==> config.mk <==
export PLATFORM = sky130hd
export DESIGN_NAME = grf_sb_flat
export DESIGN_NICKNAME = d
export VERILOG_FILES = /design/src/rtl/grf_pkg.sv /design/src/rtl/grf_sb_if.sv /design/src/rtl/grf_pend_ctr.sv /design/src/rtl/grf_sb.sv /design/src/flat_wrapper.sv
export SDC_FILE = /design/constraint.sdc
export NUM_CORES = 2
export LEC_CHECK = 0
export CORE_MARGIN = 1
export CORE_UTILIZATION = 46
export DETAILED_ROUTE_END_ITERATION = 7
export SETUP_SLACK_MARGIN = 0.1
export SLEW_MARGIN = 20
export SYNTH_ARGS = -nofsm -noshare
export SYNTH_HDL_FRONTEND = slang
export SYNTH_SLANG_ARGS = --single-unit
==> constraint.sdc <==
create_clock -name Clk -period 5.26 [get_ports Clk]
set_clock_uncertainty 0.1 [all_clocks]
set_input_delay 1.052 -clock Clk [delete_from_list [all_inputs] [get_ports Clk]]
set_output_delay 1.052 -clock Clk [all_outputs]
set_load 0.03 [all_outputs]
==> src/rtl/grf_pkg.sv <==
// Shared defaults and helpers for the general register file with pending-write scoreboard.
package grf_pkg;

    localparam int DATA_W_DEF = 32;
    localparam int ADDR_W_DEF = 5;
    localparam int PEND_W_DEF = 2;
    localparam int NRD_DEF    = 2;
    localparam int ZERO_REG   = 0;

    function automatic int pend_max(input int pend_w);
        return (1 << pend_w) - 1;
    endfunction

endpackage

==> src/rtl/grf_sb_if.sv <==
// Read, issue, writeback and error signals of the register file; master drives, slave is the file.
interface grf_sb_if #(
    parameter int DATA_W = 32,
    parameter int ADDR_W = 5,
    parameter int NRD    = 2
);
    logic [NRD*ADDR_W-1:0] rd_addr;
    logic [NRD*DATA_W-1:0] rd_data;
    logic [NRD-1:0]        rd_busy;
    logic                  issue_we;
    logic [ADDR_W-1:0]     issue_addr;
    logic                  issue_ready;
    logic                  wb_we;
    logic [ADDR_W-1:0]     wb_addr;
    logic [DATA_W-1:0]     wb_data;
    logic                  err_ovf;
    logic                  err_unf;

    modport master (
        output rd_addr, issue_we, issue_addr, wb_we, wb_addr, wb_data,
        input  rd_data, rd_busy, issue_ready, err_ovf, err_unf
    );

    modport slave (
        input  rd_addr, issue_we, issue_addr, wb_we, wb_addr, wb_data,
        output rd_data, rd_busy, issue_ready, err_ovf, err_unf
    );
endinterface

==> src/rtl/grf_pend_ctr.sv <==
// Saturating up/down count of in-flight writes to one register, with overflow/underflow pulses.
module grf_pend_ctr
    import grf_pkg::*;
#(
    parameter int PEND_W = PEND_W_DEF
) (
    input  logic              Clk,
    input  logic              Reset,
    input  logic              inc_i,
    input  logic              dec_i,
    output logic [PEND_W-1:0] cnt_o,
    output logic              ovf_o,
    output logic              unf_o
);
    localparam logic [PEND_W-1:0] MAX_V = PEND_W'(pend_max(PEND_W));

    logic [PEND_W-1:0] cnt_q, cnt_d;
    logic              sat_s, empty_s, inc_ok_s;

    assign sat_s    = (cnt_q == MAX_V);
    assign empty_s  = (cnt_q == '0);
    assign inc_ok_s = inc_i && !sat_s;
    assign ovf_o    = inc_i && sat_s;
    assign unf_o    = dec_i && empty_s;
    assign cnt_o    = cnt_q;

    // Next count: a rejected issue never counts, so a saturated issue plus writeback still decrements.
    always_comb begin
        cnt_d = cnt_q;
        case ({inc_ok_s, dec_i})
            2'b10:   cnt_d = cnt_q + PEND_W'(1);
            2'b01: begin
                if (!empty_s) cnt_d = cnt_q - PEND_W'(1);
                else          cnt_d = cnt_q;
            end
            default: cnt_d = cnt_q;
        endcase
    end

    // Count register.
    always_ff @(posedge Clk) begin
        if (Reset) cnt_q <= '0;
        else       cnt_q <= cnt_d;
    end
endmodule

==> src/rtl/grf_sb.sv <==
// Register file with per-register pending-write counters for RAW stalls; r0 reads zero, never busy.
// Define GRF_BYPASS_EN to forward a same-cycle writeback to the read ports.
module grf_sb
    import grf_pkg::*;
#(
    parameter int DATA_W = DATA_W_DEF,
    parameter int ADDR_W = ADDR_W_DEF,
    parameter int NRD    = NRD_DEF,
    parameter int PEND_W = PEND_W_DEF
) (
    input  logic     Clk,
    input  logic     Reset,
    grf_sb_if.slave  bus
);
    localparam int                DEPTH      = 1 << ADDR_W;
    localparam logic [PEND_W-1:0] PEND_MAX_V = PEND_W'(pend_max(PEND_W));
    localparam logic [ADDR_W-1:0] ZERO_IDX   = ADDR_W'(ZERO_REG);

    logic [DATA_W-1:0]             mem_q [DEPTH];
    logic [DATA_W-1:0]             mem_d [DEPTH];
    logic [DEPTH-1:0][PEND_W-1:0]  cnt_s;
    logic [DEPTH-1:0]              ovf_s, unf_s;
    logic                          err_ovf_q, err_ovf_d, err_unf_q, err_unf_d;
    logic                          wb_hit_s;

    assign wb_hit_s = bus.wb_we && (bus.wb_addr != ZERO_IDX);

    // Storage next-state; r0 is held at zero.
    always_comb begin
        mem_d = mem_q;
        if (wb_hit_s) mem_d[bus.wb_addr] = bus.wb_data;
        else          mem_d[ZERO_IDX]    = '0;
    end

    // Sticky error flags collect every counter's pulses.
    always_comb begin
        err_ovf_d = err_ovf_q | (|ovf_s);
        err_unf_d = err_unf_q | (|unf_s);
    end

    // Storage and error flag registers.
    always_ff @(posedge Clk) begin
        if (Reset) begin
            for (int i = 0; i < DEPTH; i++) mem_q[i] <= '0;
            err_ovf_q <= 1'b0;
            err_unf_q <= 1'b0;
        end else begin
            mem_q     <= mem_d;
            err_ovf_q <= err_ovf_d;
            err_unf_q <= err_unf_d;
        end
    end

    assign cnt_s[0] = '0;
    assign ovf_s[0] = 1'b0;
    assign unf_s[0] = 1'b0;

    for (genvar r = 1; r < DEPTH; r++) begin : g_ctr
        grf_pend_ctr #(.PEND_W(PEND_W)) u_ctr (
            .Clk   (Clk),
            .Reset (Reset),
            .inc_i (bus.issue_we && (bus.issue_addr == ADDR_W'(r))),
            .dec_i (bus.wb_we && (bus.wb_addr == ADDR_W'(r))),
            .cnt_o (cnt_s[r]),
            .ovf_o (ovf_s[r]),
            .unf_o (unf_s[r])
        );
    end

    for (genvar i = 0; i < NRD; i++) begin : g_rd
        logic [ADDR_W-1:0] addr_s;
        logic [PEND_W-1:0] cnt_rd_s;
        logic [DATA_W-1:0] data_s;
        logic              busy_s;

        assign addr_s   = bus.rd_addr[i*ADDR_W +: ADDR_W];
        assign cnt_rd_s = cnt_s[addr_s];

        // Read mux: with bypass, a completing writeback clears busy only if it is the last one pending.
        always_comb begin
            data_s = '0;
            busy_s = 1'b0;
            if (addr_s == ZERO_IDX) begin
                data_s = '0;
                busy_s = 1'b0;
            end
`ifdef GRF_BYPASS_EN
            else if (wb_hit_s && (bus.wb_addr == addr_s)) begin
                data_s = bus.wb_data;
                busy_s = (cnt_rd_s > PEND_W'(1));
            end
`endif
            else begin
                data_s = mem_q[addr_s];
                busy_s = (cnt_rd_s != '0);
            end
        end

        assign bus.rd_data[i*DATA_W +: DATA_W] = data_s;
        assign bus.rd_busy[i]                  = busy_s;
    end

    assign bus.issue_ready = (bus.issue_addr == ZERO_IDX) || (cnt_s[bus.issue_addr] != PEND_MAX_V);
    assign bus.err_ovf     = err_ovf_q;
    assign bus.err_unf     = err_unf_q;
endmodule
==> src/flat_wrapper.sv <==
// flat-port wrapper written by rule: the top's interface ports become plain ports
module grf_sb_flat import grf_pkg::*;
#(
    parameter int DATA_W = DATA_W_DEF,
    parameter int ADDR_W = ADDR_W_DEF,
    parameter int NRD    = NRD_DEF,
    parameter int PEND_W = PEND_W_DEF
)
  (Clk, Reset, bus_rd_addr, bus_issue_we, bus_issue_addr, bus_wb_we, bus_wb_addr, bus_wb_data, bus_rd_data, bus_rd_busy, bus_issue_ready, bus_err_ovf, bus_err_unf);
  grf_sb_if #(.DATA_W(DATA_W), .ADDR_W(ADDR_W), .NRD(NRD)) bus_i ();
  input  logic Clk;
  input  logic Reset;
  input wire logic [$bits(bus_i.rd_addr)-1:0] bus_rd_addr;
  input wire logic [$bits(bus_i.issue_we)-1:0] bus_issue_we;
  input wire logic [$bits(bus_i.issue_addr)-1:0] bus_issue_addr;
  input wire logic [$bits(bus_i.wb_we)-1:0] bus_wb_we;
  input wire logic [$bits(bus_i.wb_addr)-1:0] bus_wb_addr;
  input wire logic [$bits(bus_i.wb_data)-1:0] bus_wb_data;
  output wire logic [$bits(bus_i.rd_data)-1:0] bus_rd_data;
  output wire logic [$bits(bus_i.rd_busy)-1:0] bus_rd_busy;
  output wire logic [$bits(bus_i.issue_ready)-1:0] bus_issue_ready;
  output wire logic [$bits(bus_i.err_ovf)-1:0] bus_err_ovf;
  output wire logic [$bits(bus_i.err_unf)-1:0] bus_err_unf;
  assign bus_i.rd_addr = bus_rd_addr;
  assign bus_i.issue_we = bus_issue_we;
  assign bus_i.issue_addr = bus_issue_addr;
  assign bus_i.wb_we = bus_wb_we;
  assign bus_i.wb_addr = bus_wb_addr;
  assign bus_i.wb_data = bus_wb_data;
  assign bus_rd_data = bus_i.rd_data;
  assign bus_rd_busy = bus_i.rd_busy;
  assign bus_issue_ready = bus_i.issue_ready;
  assign bus_err_ovf = bus_i.err_ovf;
  assign bus_err_unf = bus_i.err_unf;
  grf_sb #(.DATA_W(DATA_W), .ADDR_W(ADDR_W), .NRD(NRD), .PEND_W(PEND_W)) u_core (.Clk(Clk), .Reset(Reset), .bus(bus_i));
endmodule
* After elaboration in Yosys (flattened, before gate mapping)
Cells that the tools add are included.
** Cells by class
- Add/sub/neg operators :: 62
- $lt $le $gt $ge :: 7
- Equality and inequality tests :: 187
- Multiplexer cells :: 81
- Bitwise logic cells :: 6
- Reductions and logical operators :: 291
** Operators with widths (count)
- 1024-bit bitwise mux :: 1
- 32-bit binary-select mux with 5-bit select :: 2
- 32-bit 2-to-1 mux :: 7
- 32-bit demux with 5-bit select :: 1
- 5-bit equality test, second input constant :: 32
- 1-bit logical AND :: 157
- 2-bit equality test, second input constant :: 62
- 2-bit one-hot mux with 2 select lines :: 31
- 5-bit by 4-bit equality test with 1-bit output, second input constant :: 16
- 2-bit 2-to-1 mux :: 34
- 2-bit nonzero test :: 33
- 2-bit inequality test, second input constant :: 32
- 2-bit by 1-bit adder with 2-bit output, second input constant :: 31
- 2-bit by 1-bit equality test with 1-bit output, second input constant :: 31
- 2-bit zero test :: 31
- 2-bit AND reduction :: 31
- 31-bit OR reduction :: 2
- 2-bit by 1-bit subtractor with 2-bit output, second input constant :: 31
- 5-bit by 3-bit equality test with 1-bit output, second input constant :: 8
- 1-bit zero test :: 31
- 2-bit binary-select mux with 5-bit select :: 3
- 5-bit by 2-bit equality test with 1-bit output, second input constant :: 4
- 6-bit >= comparator, second input constant :: 3
- 5-bit by 6-bit < comparator with 1-bit output, second input constant :: 3
- other kinds (10) :: 17
** Storage, ports and cells
- Flip-flop bits (word level) :: 1088
- Output and inout port bits :: 69
- Word-level logic and storage cells :: 699

* Depth between registers and ports, before layout
- Depth after elaboration :: 6
- Mapped depth :: 10
- Gate-level depth less buffers :: 5

* Hierarchy
From an unflattened synthesis, not the netlist that was laid out.
** Second synthesis, totals
- Cells, all modules :: 6214
- Area, all modules :: 56584.3 um^2
** Modules (own cells, without submodules)
- grf_sb :: times used 1, cells each 5780, area each 52821.9 um^2, sequential area each 20539.7 um^2
- grf_pend_ctr :: times used 31, cells each 14, area each 121.4 um^2, sequential area each 40.0 um^2

* Worst setup path after synthesis
OpenSTA, ideal clock, no wires.
- Path kind :: in2out
- Start point :: in bus_issue_addr[1]
- End point :: out bus_issue_ready
- Data arrival time :: 3.112 ns
- Required time :: 4.108 ns
- Slack :: 0.996 ns
- Stages :: 6
- Buffers on the path :: 2
- Cells stage by stage :: buf_2 buf_2 mux4_2 mux4_2 and3_1 a311oi_1
** Between the ends
- Cells in the longest elaborated chain, start to end :: 4
- Elaborated cells between the ends (all ways) :: 5
** RTL lines
- start: declaration :: RTL line flat_wrapper.sv:15 : input wire logic [$bits(bus_i.issue_addr)-1:0] bus_issue_addr;
- 2-bit binary-select mux with 5-bit select :: RTL line grf_sb.sv:103 : assign bus.issue_ready = (bus.issue_addr == ZERO_IDX) || (cnt_s[bus.issue_addr] != PEND_MAX_V);
- 2-bit 2-to-1 mux (not written as such) :: RTL line grf_sb.sv:103
- 2-bit inequality test :: RTL line grf_sb.sv:103
- 1-bit logical OR (*) :: RTL line grf_sb.sv:103
- end: declaration :: RTL line flat_wrapper.sv:21 : output wire logic [$bits(bus_i.issue_ready)-1:0] bus_issue_ready;
Mark *: on every way between the ends. The rest lies on a longest branch, timed or not. The select of a mux whose other input is x is not followed.

* Final worst setup path
- Start point :: in bus_rd_addr[0]
- End point :: out bus_rd_data[23]
** Between the ends
- Cells in the longest elaborated chain, start to end :: 5
- Elaborated cells between the ends (all ways) :: 6
** RTL lines
- start: declaration :: RTL line flat_wrapper.sv:13 : input wire logic [$bits(bus_i.rd_addr)-1:0] bus_rd_addr;
- 5-bit inverter with 6-bit output (not written as such) :: RTL line grf_sb.sv:94 : data_s = mem_q[addr_s];
- 32-bit binary-select mux with 5-bit select :: RTL line grf_sb.sv:94
- 32-bit 2-to-1 mux (not written as such) (2 in series) :: RTL line grf_sb.sv:94
- 32-bit 2-to-1 mux (*) :: RTL line grf_sb.sv:83 : if (addr_s == ZERO_IDX) begin
- end: declaration :: RTL line flat_wrapper.sv:19 : output wire logic [$bits(bus_i.rd_data)-1:0] bus_rd_data;
Marked as above.

==> flow_summary.toml <==
[run_status]
status = "complete, no violations"

[setup_path]
critPathTopFamily = "buffers and inverters"
reg2regPathDepth = 4
path_buf_inv = 5
cpMostUsedCell = "buf_4"
endpoint_kind = "output pin"
crit_arrival_ps = 3980
cp_max_fo = 40
path_depth = 8
crit_chain = "buf_8 -> buf_4 -> buf_4 -> mux4_2 -> a2111oi_1 -> buf_4 -> nor3_1 -> buf_4"
worst_ep_required_time_ps = 4110
criticalPathCategory = "in2out"
cp_slowest_cell = "a2111oi_1"
startpoint_type = "primary input"
slowest_delay_ps = 820

[synth]
synthTopCellsByArea = "dfxtp_1, mux4_2, nand2_1, a21oi_1, clkbuf_1"
synth.area.mux_share_pct = 23.6
synth.most_common_cell = "nand2_1"
netlist_instances = 6580
ys_seq_area_share_pct = 38.4
synth-async-reset-ratio_pct = 0
synth_common_cells = "nand2_1, dfxtp_1, a21oi_1"
synthFlopType = "dfxtp_1"
synth_top_cell_by_area = "dfxtp_1"
synth-compound-area-share_pct = 13.3
synth_top_family_by_area = "multiplexers"
yosysUniqueCellTypes = 61
yosysWarningCount = 0
synth-xor-area-share_pct = 0.247
synth_area_sq_um = 56800
synth-seq-cells = 1088
syn_nets = 6636
synth-edff-count = 0
synth_top_area_share_pct = 38.4
avgSynthCellArea_sq_um = 8.63
synth_adder_area_share_pct = 0
synthSimpleGateAreaFrac_pct = 19.4

[sta]
tightest_slew_ps = 1100
hold_viol = 0
post-route-period-util_pct = 97.6
fin_ws_ps = 124
timing.fmax_ghz = 0.195
relSlewSlack_pct = 26.5
setup_viol = 0
tns_ps = 0
slew_viol_final = 0
rsz0062_at_grt = "false"
finalCriticalPeriod_ps = 5140

[placement]
port_buffers = 124
pre_cts_slack_ps = 78.6
place.gp.congestion = 0.992
dpl.hpwl_um = 142000

[power_and_ir_drop]
power_leakage_nw = 21.1
intPower_mw = 13.9
power_density_nw_per_um2 = 292
ir_drop_uv = 284
p_seq_share_pct = 44.6
switching_share_pct = 25.9
p_sw_mw = 4.84
clkPwrFrac_pct = 46.7
finalPower_mw = 18.7
power.share.combinational_pct = 8.7

[floorplanning]
ios = 125
die_h_um = 353
rows = 128
die_x_um = 353
core_sq_um = 122000
design.die.area_sq_um = 125000
start_util_pct = 46.5

[grt]
grt_max_degree = 132
grt_antenna_before_repair = 6
grt-ovfl-total = 0
grt_usage_pct = 35.7
grt_pass1_wl_um = 332000
grt_pass1_vias = 48700

[route]
vias = 52200
wl_per_cell_um = 28.0
drc = 0
antenna_left = 0
drt_first_pass_iters = 7
dr.first_iter.drc_count = 7133
totalWireLength_um = 228000
routed_via_density = 6.40

[clock_tree]
clock-root-buffer = "clkbuf_16"
cts_hold_buf = 0
clock_latency_ps = 760
numCtsBuffers = 117
clock_path_buffers = 3
tritoncts = "yes"
cts_sinks = 1088
path_clk_slew_ps = 60
cts-htree-levels = 3

[worst_hold_path]
hold_depth = 2
hold_class = "reg2reg"

[flow_run]
drv_cap = 0

[layout]
nNetsFinal = 6488
drive_gt1_share_pct = 17.9
layout-area-overhead-vs-synth_pct = 12.9
## final cells by class
type	instances	area (sq um)
antenna	1	2.50
clock buffer	171	3430
clock inverter	45	593
fill	11200	57900
inverter	2	12.5
multi-input combinational	4838	32500
sequential	1088	21800
tap	1625	2030
timing repair buffer	385	3750
## per-layer routing
layer  part of all wire [%]  up-vias  track usage (%)
li1                       -    22700                -
met1                     39    25700             47.6
met2                     44     3189             54.3
met3                     12      637             8.65
met4                    5.1        6             17.1
met5                  0.017        -                0
## power by group through the flow
stage | clock [mW] | combinational, mW | sequential, mW
finish | 8.74 | 1.63 | 8.35
global route | 9.15 | 1.68 | 8.35
CTS | 8.80 | 1.59 | 8.35
detailed placement | 0 | 1.59 | 8.53
global placement | 0 | 1.59 | 8.53
floorplan | 0 | 0.966 | 8.51
## through the flow
| stage | instance area, sq um | utilization (%) | cells | hold WS, ps |
|---|---|---|---|---|
| final | 64100 | 52.5 | 8155 | 365 |
| after global routing | 64100 | 52.5 | 8155 | 380 |
| after CTS | 64100 | 52.5 | 8154 | 365 |
| after detailed placement | 60100 | 49.2 | 7938 | 357 |
| after global placement | 60100 | 49.3 | 7938 | 349 |
| after floorplan | 56800 | - | 6580 | 343 |
## cells by family (layout without fill, tap and decap cells)
group | Yosys count | in the layout
other | 0 | 1
flip-flops | 1088 | 1088
AND/OR/NAND/NOR | 2775 | 2775
XOR/XNOR | 16 | 16
multiplexers | 674 | 674
AO/OA/AOI/OAI | 1373 | 1373
buffers and inverters | 654 | 603
## worst min-delay path, stage by stage (launching register included)
cell and delay, ps:
dfxtp_1 310, nand2_1 50, a21oi_1 50
## cell usage in the layout (no fill, tap or decap), types with 30 or more instances in the layout
| master | n |
|---|---|
| a21oi_1 | 1046 |
| a221oi_1 | 30 |
| a22oi_1 | 35 |
| and2_1 | 30 |
| buf_12 | 61 |
| buf_4 | 271 |
| clkbuf_16 | 119 |
| clkdlybuf4s50_1 | 36 |
| dfxtp_1 | 1088 |
| mux2i_1 | 120 |
| mux4_2 | 531 |
| nand2_1 | 2377 |
| nand2_2 | 32 |
| nor2_1 | 102 |
| nor2_4 | 31 |
| nor3_1 | 58 |
| o21ai_0 | 83 |
## final timing paths
check | start | end | slack [ps]
max reg2reg | u_core.g_ctr[3].u_ctr.cnt_o[0] | u_core.bus.err_unf | 3490
min | u_core.mem_q[777] | u_core.mem_q[777] | 360
max | bus_rd_addr[0] | bus_rd_data[23] | 120
min reg2reg | u_core.mem_q[777] | u_core.mem_q[777] | 360
## registers in the layout, summed over array words and instances, names as in the netlist
name and count:
u_core.bus.err_ovf 1, u_core.g_ctr.u_ctr.cnt_o 62, u_core.mem_q 1024, u_core.bus.err_unf 1
## repair_timing
item                                    in CTS  in global routing
resized for setup                            2                  0
setup buffers                                0                  0
endpoints found under the setup margin       2                  0
No activity file was read; power rests on OpenSTA's default activity.
